[config.mk]
export PLATFORM = sky130hd
export DESIGN_NAME = bp_me_prefetch_issue_scheduler
export DESIGN_NICKNAME = d
export VERILOG_FILES = /design/src/rtl/bp_me_prefetch_pkg.sv /design/src/rtl/bp_me_prefetch_queue.sv /design/src/rtl/bp_me_prefetch_issue_scheduler.sv
export SDC_FILE = /design/constraint.sdc
export NUM_CORES = 1
export LEC_CHECK = 0
export CAP_MARGIN = 20
export CORE_AREA = 2 2 153 267
export CTS_CLUSTER_SIZE = 24
export DETAILED_ROUTE_END_ITERATION = 10
export DIE_AREA = 0 0 155 269
export DONT_BUFFER_PORTS = 1
export SLEW_MARGIN = 20
export SYNTH_ARGS = -nofsm -noshare
export SYNTH_HDL_FRONTEND = slang
export SYNTH_SLANG_ARGS = --single-unit
[constraint.sdc]
create_clock -name clk_i -period 6.1 [get_ports clk_i]
set_input_delay 0.61 -clock clk_i [delete_from_list [all_inputs] [get_ports clk_i]]
set_output_delay 0.61 -clock clk_i [all_outputs]
set_load 0.02 [all_outputs]
[src/rtl/bp_me_prefetch_pkg.sv]
`default_nettype none
// +--------------------------------------------------------------------------+
// | Package : bp_me_prefetch_pkg                                             |
// | Purpose : Shared types and helpers for the prefetch issue scheduler:     |
// |           queue entry struct, load-select encoding, block-offset width.  |
// | Revision: 1.0  initial release                                           |
// +--------------------------------------------------------------------------+
package bp_me_prefetch_pkg;

   localparam int daddr_width_gp = 64;

   typedef struct packed {
      logic                      v;
      logic [daddr_width_gp-1:0] addr;
   } bp_pf_entry_s;

   typedef enum logic [1:0] {
      e_sel_none     = 2'd0,
      e_sel_demand   = 2'd1,
      e_sel_prefetch = 2'd2
   } bp_pf_sel_e;

   // Number of byte-offset bits inside one cache block.
   function automatic int bp_block_offset_width(input int block_width);
      return $clog2(block_width / 8);
   endfunction

endpackage
`default_nettype wire

[src/rtl/bp_me_prefetch_queue.sv]
`default_nettype none
// +--------------------------------------------------------------------------+
// | Module  : bp_me_prefetch_queue                                           |
// | Purpose : Circular FIFO of prefetch candidates with per-entry valid.     |
// |           A block-address match port reports duplicates, and an         |
// |           invalidate port clears entries whose block matches.           |
// |           Invalidated entries still occupy a slot until they reach the   |
// |           head, where they are discarded without being presented.       |
// | Ports   : clk_i, reset_n_i (sync, active low), flush_i (sync clear)      |
// |           push_v_i/push_addr_i  enqueue (caller guarantees not full)     |
// |           pop_i                 consume a valid head                     |
// |           head_v_o/head_addr_o  head entry (valid only if live)          |
// |           match_blk_i/match_o   duplicate lookup                         |
// |           inv_v_i/inv_blk_i     invalidate-on-match                      |
// |           count_o               occupied slots                           |
// | Revision: 1.0  initial release                                           |
// +--------------------------------------------------------------------------+
module bp_me_prefetch_queue
   import bp_me_prefetch_pkg::*;
#(
   parameter int  daddr_width_p = 64,
   parameter int  block_width_p = 512,
   parameter int  els_p         = 4,
   localparam int blk_w_lp      = daddr_width_p - bp_block_offset_width(block_width_p),
   localparam int cnt_w_lp      = $clog2(els_p + 1)
)(
   input  logic                     clk_i,
   input  logic                     reset_n_i,
   input  logic                     flush_i,
   input  logic                     push_v_i,
   input  logic [daddr_width_p-1:0] push_addr_i,
   input  logic                     pop_i,
   output logic                     head_v_o,
   output logic [daddr_width_p-1:0] head_addr_o,
   input  logic [blk_w_lp-1:0]      match_blk_i,
   output logic                     match_o,
   input  logic                     inv_v_i,
   input  logic [blk_w_lp-1:0]      inv_blk_i,
   output logic [cnt_w_lp-1:0]      count_o
);

   localparam int ptr_w_lp = $clog2(els_p);
   localparam int off_lp   = daddr_width_p - blk_w_lp;

   logic [daddr_width_p-1:0] addr_r [els_p];
   logic [els_p-1:0]         v_r;
   logic [els_p-1:0]         hit;
   logic [els_p-1:0]         inv_hit;
   logic [ptr_w_lp-1:0]      rptr_r;
   logic [ptr_w_lp-1:0]      wptr_r;
   logic                     nonempty;
   logic                     deq;

   for (genvar i = 0; i < els_p; i++) begin : g_entry
      assign hit[i]     = v_r[i] & (addr_r[i][daddr_width_p-1:off_lp] == match_blk_i);
      assign inv_hit[i] = v_r[i] & (addr_r[i][daddr_width_p-1:off_lp] == inv_blk_i);
   end

   assign match_o     = |hit;
   assign nonempty    = (count_o != '0);
   assign head_v_o    = nonempty & v_r[rptr_r];
   assign head_addr_o = addr_r[rptr_r];
   // A dead head is dropped on its own so it never blocks live entries behind it.
   assign deq         = nonempty & (pop_i | ~v_r[rptr_r]);

   always_ff @(posedge clk_i) begin
      if (push_v_i) begin
         addr_r[wptr_r] <= push_addr_i;
      end
   end

   always_ff @(posedge clk_i) begin
      if (!reset_n_i || flush_i) begin
         v_r     <= '0;
         rptr_r  <= '0;
         wptr_r  <= '0;
         count_o <= '0;
      end else begin
         // Later bit writes override the bulk invalidate; the push slot is
         // always empty, and the popped slot is never invalidated and pushed
         // in the same cycle.
         if (inv_v_i) begin
            v_r <= v_r & ~inv_hit;
         end
         if (deq) begin
            v_r[rptr_r] <= 1'b0;
            rptr_r      <= rptr_r + ptr_w_lp'(1);
         end
         if (push_v_i) begin
            v_r[wptr_r] <= 1'b1;
            wptr_r      <= wptr_r + ptr_w_lp'(1);
         end
         case ({push_v_i, deq})
            2'b10:   count_o <= count_o + cnt_w_lp'(1);
            2'b01:   count_o <= count_o - cnt_w_lp'(1);
            default: count_o <= count_o;
         endcase
      end
   end

endmodule
`default_nettype wire

[src/rtl/bp_me_prefetch_issue_scheduler.sv]
`default_nettype none
// +--------------------------------------------------------------------------+
// | Module  : bp_me_prefetch_issue_scheduler                                 |
// | Purpose : Shares one memory-command slot between demand misses and       |
// |           queued prefetch candidates. Demand has priority except when    |
// |           the starvation bound is reached; prefetches are throttled by   |
// |           an outstanding limit; duplicate candidates are dropped.        |
// | Ports   : clk_i, reset_n_i (sync, active low)                            |
// |           demand_addr_i/demand_v_i/demand_ready_and_o  demand input      |
// |           pf_addr_i/pf_v_i/pf_ready_and_o, pf_enable_i  candidate input  |
// |           mem_addr_o/mem_prefetch_o/mem_v_o/mem_ready_and_i  command out |
// |           pf_done_i       one prefetch completion per pulse              |
// |           outstanding_o   prefetches in flight                           |
// |           queue_count_o   queued candidates                              |
// | Revision: 1.0  initial release                                           |
// +--------------------------------------------------------------------------+
module bp_me_prefetch_issue_scheduler
   import bp_me_prefetch_pkg::*;
#(
   parameter int  daddr_width_p     = 64,
   parameter int  block_width_p     = 512,
   parameter int  queue_els_p       = 4,
   parameter int  max_outstanding_p = 4,
   parameter int  starve_limit_p    = 8,
   localparam int out_w_lp          = $clog2(max_outstanding_p + 1),
   localparam int cnt_w_lp          = $clog2(queue_els_p + 1)
)(
   input  logic                     clk_i,
   input  logic                     reset_n_i,
   input  logic [daddr_width_p-1:0] demand_addr_i,
   input  logic                     demand_v_i,
   output logic                     demand_ready_and_o,
   input  logic [daddr_width_p-1:0] pf_addr_i,
   input  logic                     pf_v_i,
   output logic                     pf_ready_and_o,
   input  logic                     pf_enable_i,
   output logic [daddr_width_p-1:0] mem_addr_o,
   output logic                     mem_prefetch_o,
   output logic                     mem_v_o,
   input  logic                     mem_ready_and_i,
   input  logic                     pf_done_i,
   output logic [out_w_lp-1:0]      outstanding_o,
   output logic [cnt_w_lp-1:0]      queue_count_o
);

   localparam int off_lp      = bp_block_offset_width(block_width_p);
   localparam int starve_w_lp = $clog2(starve_limit_p + 1);

   logic                     load_ok;
   logic                     pending_pf;
   logic [out_w_lp:0]        inflight;
   logic                     pf_eligible;
   logic                     force_pf;
   logic                     demand_fire;
   logic                     pf_dup;
   logic                     pf_push;
   logic                     head_v;
   logic [daddr_width_p-1:0] head_addr;
   logic                     q_match;
   logic                     issue_pf;
   logic                     done_dec;
   logic [starve_w_lp-1:0]   starve_cnt;
   bp_pf_sel_e               sel;

   assign load_ok    = ~mem_v_o | mem_ready_and_i;
   // A prefetch sitting in the output register is counted against the limit
   // before it issues; otherwise back-to-back loads could overshoot it.
   assign pending_pf = mem_v_o & mem_prefetch_o;
   assign inflight   = (out_w_lp+1)'(outstanding_o) + (out_w_lp+1)'(pending_pf);
   // Eligibility looks at a live head so a superseded entry never steals a slot.
   assign pf_eligible = pf_enable_i & head_v
                      & (inflight < (out_w_lp+1)'(max_outstanding_p));
   assign force_pf    = pf_eligible & (starve_cnt == starve_w_lp'(starve_limit_p));

   assign demand_ready_and_o = load_ok & reset_n_i & ~force_pf;
   assign demand_fire        = demand_v_i & demand_ready_and_o;

   assign pf_ready_and_o = pf_enable_i & reset_n_i & (queue_count_o < cnt_w_lp'(queue_els_p));
   assign pf_dup  = q_match
                  | (mem_v_o & (mem_addr_o[daddr_width_p-1:off_lp] == pf_addr_i[daddr_width_p-1:off_lp]));
   assign pf_push = pf_v_i & pf_ready_and_o & ~pf_dup;

   always_comb begin
      sel = e_sel_none;
      if (load_ok) begin
         if (demand_v_i && !force_pf) begin
            sel = e_sel_demand;
         end else if (pf_eligible) begin
            sel = e_sel_prefetch;
         end
      end
   end

   bp_me_prefetch_queue #(
      .daddr_width_p (daddr_width_p),
      .block_width_p (block_width_p),
      .els_p         (queue_els_p)
   ) queue (
      .clk_i       (clk_i),
      .reset_n_i   (reset_n_i),
      .flush_i     (~pf_enable_i),
      .push_v_i    (pf_push),
      .push_addr_i (pf_addr_i),
      .pop_i       (sel == e_sel_prefetch),
      .head_v_o    (head_v),
      .head_addr_o (head_addr),
      .match_blk_i (pf_addr_i[daddr_width_p-1:off_lp]),
      .match_o     (q_match),
      .inv_v_i     (demand_fire),
      .inv_blk_i   (demand_addr_i[daddr_width_p-1:off_lp]),
      .count_o     (queue_count_o)
   );

   // Output register: reloads whenever it is empty or draining this cycle.
   always_ff @(posedge clk_i) begin
      if (!reset_n_i) begin
         mem_v_o        <= 1'b0;
         mem_addr_o     <= '0;
         mem_prefetch_o <= 1'b0;
      end else if (load_ok) begin
         case (sel)
            e_sel_demand: begin
               mem_v_o        <= 1'b1;
               mem_addr_o     <= demand_addr_i;
               mem_prefetch_o <= 1'b0;
            end
            e_sel_prefetch: begin
               mem_v_o        <= 1'b1;
               mem_addr_o     <= head_addr;
               mem_prefetch_o <= 1'b1;
            end
            default: begin
               mem_v_o        <= 1'b0;
               mem_addr_o     <= '0;
               mem_prefetch_o <= 1'b0;
            end
         endcase
      end
   end

   always_ff @(posedge clk_i) begin
      if (!reset_n_i || !pf_eligible) begin
         starve_cnt <= '0;
      end else if (sel == e_sel_prefetch) begin
         starve_cnt <= '0;
      end else if (sel == e_sel_demand && starve_cnt != starve_w_lp'(starve_limit_p)) begin
         starve_cnt <= starve_cnt + starve_w_lp'(1);
      end
   end

   assign issue_pf = mem_v_o & mem_ready_and_i & mem_prefetch_o;
   assign done_dec = pf_done_i & (outstanding_o != '0);

   always_ff @(posedge clk_i) begin
      if (!reset_n_i) begin
         outstanding_o <= '0;
      end else if (issue_pf && !done_dec) begin
         outstanding_o <= outstanding_o + out_w_lp'(1);
      end else if (done_dec && !issue_pf) begin
         outstanding_o <= outstanding_o - out_w_lp'(1);
      end
   end

endmodule
`default_nettype wire

# Yosys cells after proc, flatten, opt, wreduce, memory -nomap -nowiden
# Memories as Yosys holds them, arrays and structs flattened. A register that Yosys moved wholly into a read port is not among the register bits.
# Index checks and enable logic that the tools add are counted.
# Widths: inputs -> output; s select.
dict set report totals {
  reg_bits 84
  ram_bits 256
  out_inout_bits 74
  elab_cells 121
  memories 1
}
dict set report op_classes {
  n_addsub 8
  n_lt_le_gt_ge 6
  eq_ne 15
  mux 24
  bitwise 38
  n_reduce_logical 20
}
# memory depth word_bits read_ports rd_clocked_by_memory_dff wr line
set mem_list {}
lappend mem_list {queue.addr_r 4 64 5 1 1 bp_me_prefetch_queue.sv:45} ;# logic [daddr_width_p-1:0] addr_r [els_p];
# operator n
set ops {}
lappend ops {{$eq 58x58->1} 9}
lappend ops {{$pmux 64 s2} 1}
lappend ops {{$and 1x1->1} 25}
lappend ops {{$mux 4} 5}
lappend ops {{$mux 2} 5}
lappend ops {{$and 4x4->4} 2}
lappend ops {{$not 4->4} 2}
lappend ops {{$mux 1} 7}
lappend ops {{$add 3x1->3 const B} 2}
lappend ops {{$logic_and 1x1->1} 6}
lappend ops {{$lt 2x3->1 const B} 2}
lappend ops {{$mux 3} 2}
lappend ops {{$pmux 3 s2} 1}
lappend ops {{$reduce_bool 3->1} 2}
lappend ops {{$sub 3x1->3 const B} 2}
lappend ops {{$logic_not 1->1} 5}
lappend ops {{$not 1->1} 5}
lappend ops {{$add 2x1->2 const B} 2}
lappend ops {{$add 3x1->4} 1}
lappend ops {{$add 4x1->4 const B} 1}
lappend ops {{$demux 1 s2} 2}
lappend ops {{$eq 2x1->1 const B} 2}
lappend ops {{$eq 2x2->1 const B} 2}
lappend ops {{$eq 4x4->1 const B} 1}
lappend ops {{other kinds (11)} 17}

# Logic depth before layout (Yosys ltp)
dict set report depth {
  ltp_word 17
  depth_mapped 15
  depth_no_buf 14
}

# Hierarchy
# A second synthesis with hierarchy kept.
dict set report unflattened {
  hier_cells 1624
  area_unflattened_um2 19421.1
}
# mod instances cells_each area_each_um2
set modules_own_cells {}
lappend modules_own_cells {bp_me_prefetch_queue 1 1165 15253.4}
lappend modules_own_cells {bp_me_prefetch_issue_scheduler 1 459 4167.7}

# Least setup slack after synthesis
# OpenSTA, ideal clock, no wires.
dict set report synth_path {
  path_type {input port to flip-flop}
  start {input reset_n_i}
  end {memory queue.addr_r[0][0], enable pin}
  setup_time_ns 0.487
  arrival_ns 4.841
  required_ns 5.613
  slack_ns 0.772
  path_stages 7
  cell_sequence {clkbuf_1 -> nand2_1 -> nor2_1 -> o311ai_0 -> or3_2 -> buf_6 -> nor2_1}
}
dict set report synth_via {
  elab_chain_len 6
}
# element line
set synth_rtl {}
lappend synth_rtl {{start: declaration} bp_me_prefetch_issue_scheduler.sv:29} ;# input logic reset_n_i,
lappend synth_rtl {{$and 1x1->1 (2 in a row)} bp_me_prefetch_issue_scheduler.sv:78} ;# assign pf_ready_and_o = pf_enable_i & reset_n_i & (queue_count_o < cnt_w_lp'(queue_els_p));
lappend synth_rtl {{named net pf_ready_and_o} bp_me_prefetch_issue_scheduler.sv:35} ;# output logic pf_ready_and_o,
lappend synth_rtl {{$and 1x1->1 (2 in a row)} bp_me_prefetch_issue_scheduler.sv:81} ;# assign pf_push = pf_v_i & pf_ready_and_o & ~pf_dup;
lappend synth_rtl {{$mux 1} bp_me_prefetch_queue.sv:67} ;# if (push_v_i) begin
lappend synth_rtl {{$mux 1 (implied by the code)} bp_me_prefetch_queue.sv:68} ;# addr_r[wptr_r] <= push_addr_i;
lappend synth_rtl {{end: declaration} bp_me_prefetch_queue.sv:45}
# The timed path passes the listed nets, and every way through them passes these cells.

==> impl_metrics.tcl <==
set metrics [dict create \
    status "finished, final reports clean" \
    drive_gt1_frac 0.0981 \
    slew_viol_final 0 \
    yosysTopAreaCell "edfxtp_1" \
    crit_chain "xor2_1, nor4_1, nand4_1, or4_1, o22ai_1, or3_2, nor2_4, buf_4" \
    h-tree-depth 2 \
    gr-usage-all-layers 0.437 \
    die_h_um 269 \
    setup_violations 0 \
    powerDensity_mw_per_mm2 260 \
    fin_ws_ps 1590 \
    hold_path_depth 0 \
    core_mm2 0.0397 \
    power.internal_uw 4010 \
    num_io_pins 209 \
    critPathKind "flop to flop" \
    synthArstFlopShare 0 \
    netlist_top_cells_count "277 x xnor2_1, 256 x edfxtp_1, 188 x xor2_1" \
    p_clk_frac 0.412 \
    tightest_slew_ps 1040 \
    syn_inst 1631 \
    worstPathMaxFanout 36 \
    port_buffers 0 \
    critPathCaptureType "flop" \
    cts_buffer_depth 3 \
    worst_path_max_delay_cell "nor2_4" \
    setup_tns_ps 0 \
    drtIter0Drc 1705 \
    fin_crit_sh 0.740 \
    synth_edf_count 256 \
    drc 0 \
    firstDrtPassIters 5 \
    cellLeakagePower_uw 0.00649 \
    cp_top_family "simple AND/OR/NAND/NOR gates" \
    cts_resized 0 \
    via_per_inst 7.00 \
    switchingPower_uw 1440 \
    fin_crit_ps 4510 \
    ff2ff_path_depth 8 \
    n_fill_cell 3463 \
    yosysWarnings 0 \
    p_sw_frac 0.264 \
    final-seq-area_mm2 0.00941 \
    rr_startpoint "queue.addr_r[3][42]" \
    cts_root_buf "clkbuf_16" \
    yosysMostFrequentCell "xnor2_1" \
    area_growth_pct 6.91 \
    synth.cell_area_mm2 0.0196 \
    cp_num_buf_inv 1 \
    finalHoldViolations 0 \
    synth_seq_cells 342 \
    ir_drop_uv 314 \
    vias 14300 \
    cap_violations 0 \
    synth-seq-area-share 0.481 \
    dp_hpwl_um 73600 \
    rows 97 \
    slew_headroom 0.303 \
    die-width_um 155 \
    r2r_slack_ps 1590 \
    pwr-share-comb 0.104 \
    wl_per_cell_um 45.0 \
    antenna_found_initial 2 \
    seq_power_share 0.484 \
    grt_pass1_wl_um 121000 \
    drtAntennaViolNets 0 \
    dieArea_mm2 0.0417 \
    hold_buffers 0 \
    syn_area_per_cell_um2 12.0 \
    diodes 0 \
    layout.nets 1674 \
    fin_skew_ps 27.3 \
    synth_top_area_share 0.393 \
    required_ps 6260 \
    hold_start "pf_addr_i[36]" \
    place_ws_ps 1600 \
    clkLatencyLatePin_ps 550 \
    startpoint_type "flop" \
    grt_max_degree 74 \
    rsz0062_at_grt "false" \
    synth_ff_type "edfxtp_1" \
    hp-class "input port to flop" \
    yosys.cell_types.count 50 \
    grt_pass1_vias 14300 \
    min_to "queue.addr_r[2][36]" \
    multi_input_area_mm2 0.00939 \
    cp.depth 8 \
    r2r_end "queue.addr_r[1][15]" \
    cp.arrival_ps 4680 \
    cpPeakStageDelay_ps 850 \
    tritoncts "yes" \
    routed_wl_um 92000 \
    ys_top_cells_by_area "edfxtp_1 39%, xnor2_1 12%, dfxtp_1 8.8%, xor2_1 8.4%, mux4_2 7.5%" \
    grt-ovfl-total 0 \
    clock_sinks 342 \
    cts_buffers 34 \
    postCtsSetupRepairBufs 0 \
    gp_congestion 1.14 \
    cts.clk_slew.worst_paths_ps 70 \
    clock.fmax_mhz 222 \
    syn_nets 1782 \
    start_util 0.493 \
]
-- worst max path at each step --
stage / start / to
after floorplan: reset_n_i / queue.addr_r[0][0]
after global placement: pf_addr_i[42] / queue.addr_r[2][54]
after detailed placement: reset_n_i / queue.addr_r[3][14]
after CTS: queue.addr_r[3][42] / queue.addr_r[3][15]
after global routing: queue.addr_r[2][14] / queue.count_o[2]
final: queue.addr_r[3][42] / queue.addr_r[1][15]
-- cells in the final DEF, fill, tap and decap left out, drive strengths merged, types with 13 or more instances in the layout --
cell	synthesis	final
a22o	71	71
a22oi	64	64
buf	14	14
clkbuf	144	39
dfxtp	86	86
edfxtp	256	256
ha	14	14
inv	57	62
mux4	65	65
nand2b	24	24
nand3	13	13
nand4	84	84
nor2	19	19
nor2b	84	84
nor4	62	62
o22ai	17	17
xnor2	277	277
xor2	188	188
-- flip-flops by register name (all words and copies together), names as in the netlist, 2 cells and up, named ones only --
signal         flops
starve_cnt         4
queue.count_o      3
queue.v_r          4
queue.rptr_r       2
mem_addr_o        64
outstanding_o      3
queue.addr_r     256
queue.wptr_r       2
-- final cells by class --
type | count | share of cell area
Multi-Input combinational cell | 1074 | 0.449
Tap cell | 495 | 0.0296
Inverter | 57 | 0.0102
Sequential cell | 342 | 0.450
Timing Repair Buffer | 14 | 0.00658
Clock buffer | 39 | 0.0426
Clock inverter | 23 | 0.0127
-- worst reg2reg max path, cell delays in order (launching register included) --
cell	delay (ps)
edfxtp_1	450
xor2_1	690
nor4_1	190
nand4_1	240
or4_1	150
o22ai_1	120
or3_2	660
nor2_4	860
buf_4	680
-- power by group through the flow --
stage | clock network (uW) | logic [uW] | registers (uW)
final | 2240 | 566 | 2640
after global routing | 2330 | 575 | 2640
after CTS | 2250 | 548 | 2640
after detailed placement | 0 | 545 | 2690
after global placement | 0 | 544 | 2680
after floorplan | 0 | 407 | 2660
-- per-layer routing --
layer	part of all wire	GRT usage	vias to the layer above
met5	0.00032	0	-
li1	-	-	5742
met2	0.49	0.755	930
met1	0.32	0.455	7323
met3	0.075	0.0821	309
met4	0.11	0.377	4
-- cell families after synthesis --
logic type / synth area share
adders and majority gates: 0.0110
and+or+nand+nor: 0.0978
buffers and inverters: 0.0424
DFF: 0.481
AOI/OAI and AO/OA: 0.0838
xor gates and xnor gates: 0.208
muxes: 0.0764
-- through the flow --
stage          total power, uW  cells  area (um2)  hold WS [ps]  utilization
6_report                  5440   2044       20900           151        0.527
5_1_grt                   5550   2044       20900           137        0.527
4_1_cts                   5440   2043       20900           140        0.527
3_5_place_dp              3230   1981       19800           487        0.498
2_1_floorplan             3060   1631       19600           466            -
3_3_place_gp              3230   1980       19700           473        0.497
Power figures use the tool's default switching activity.
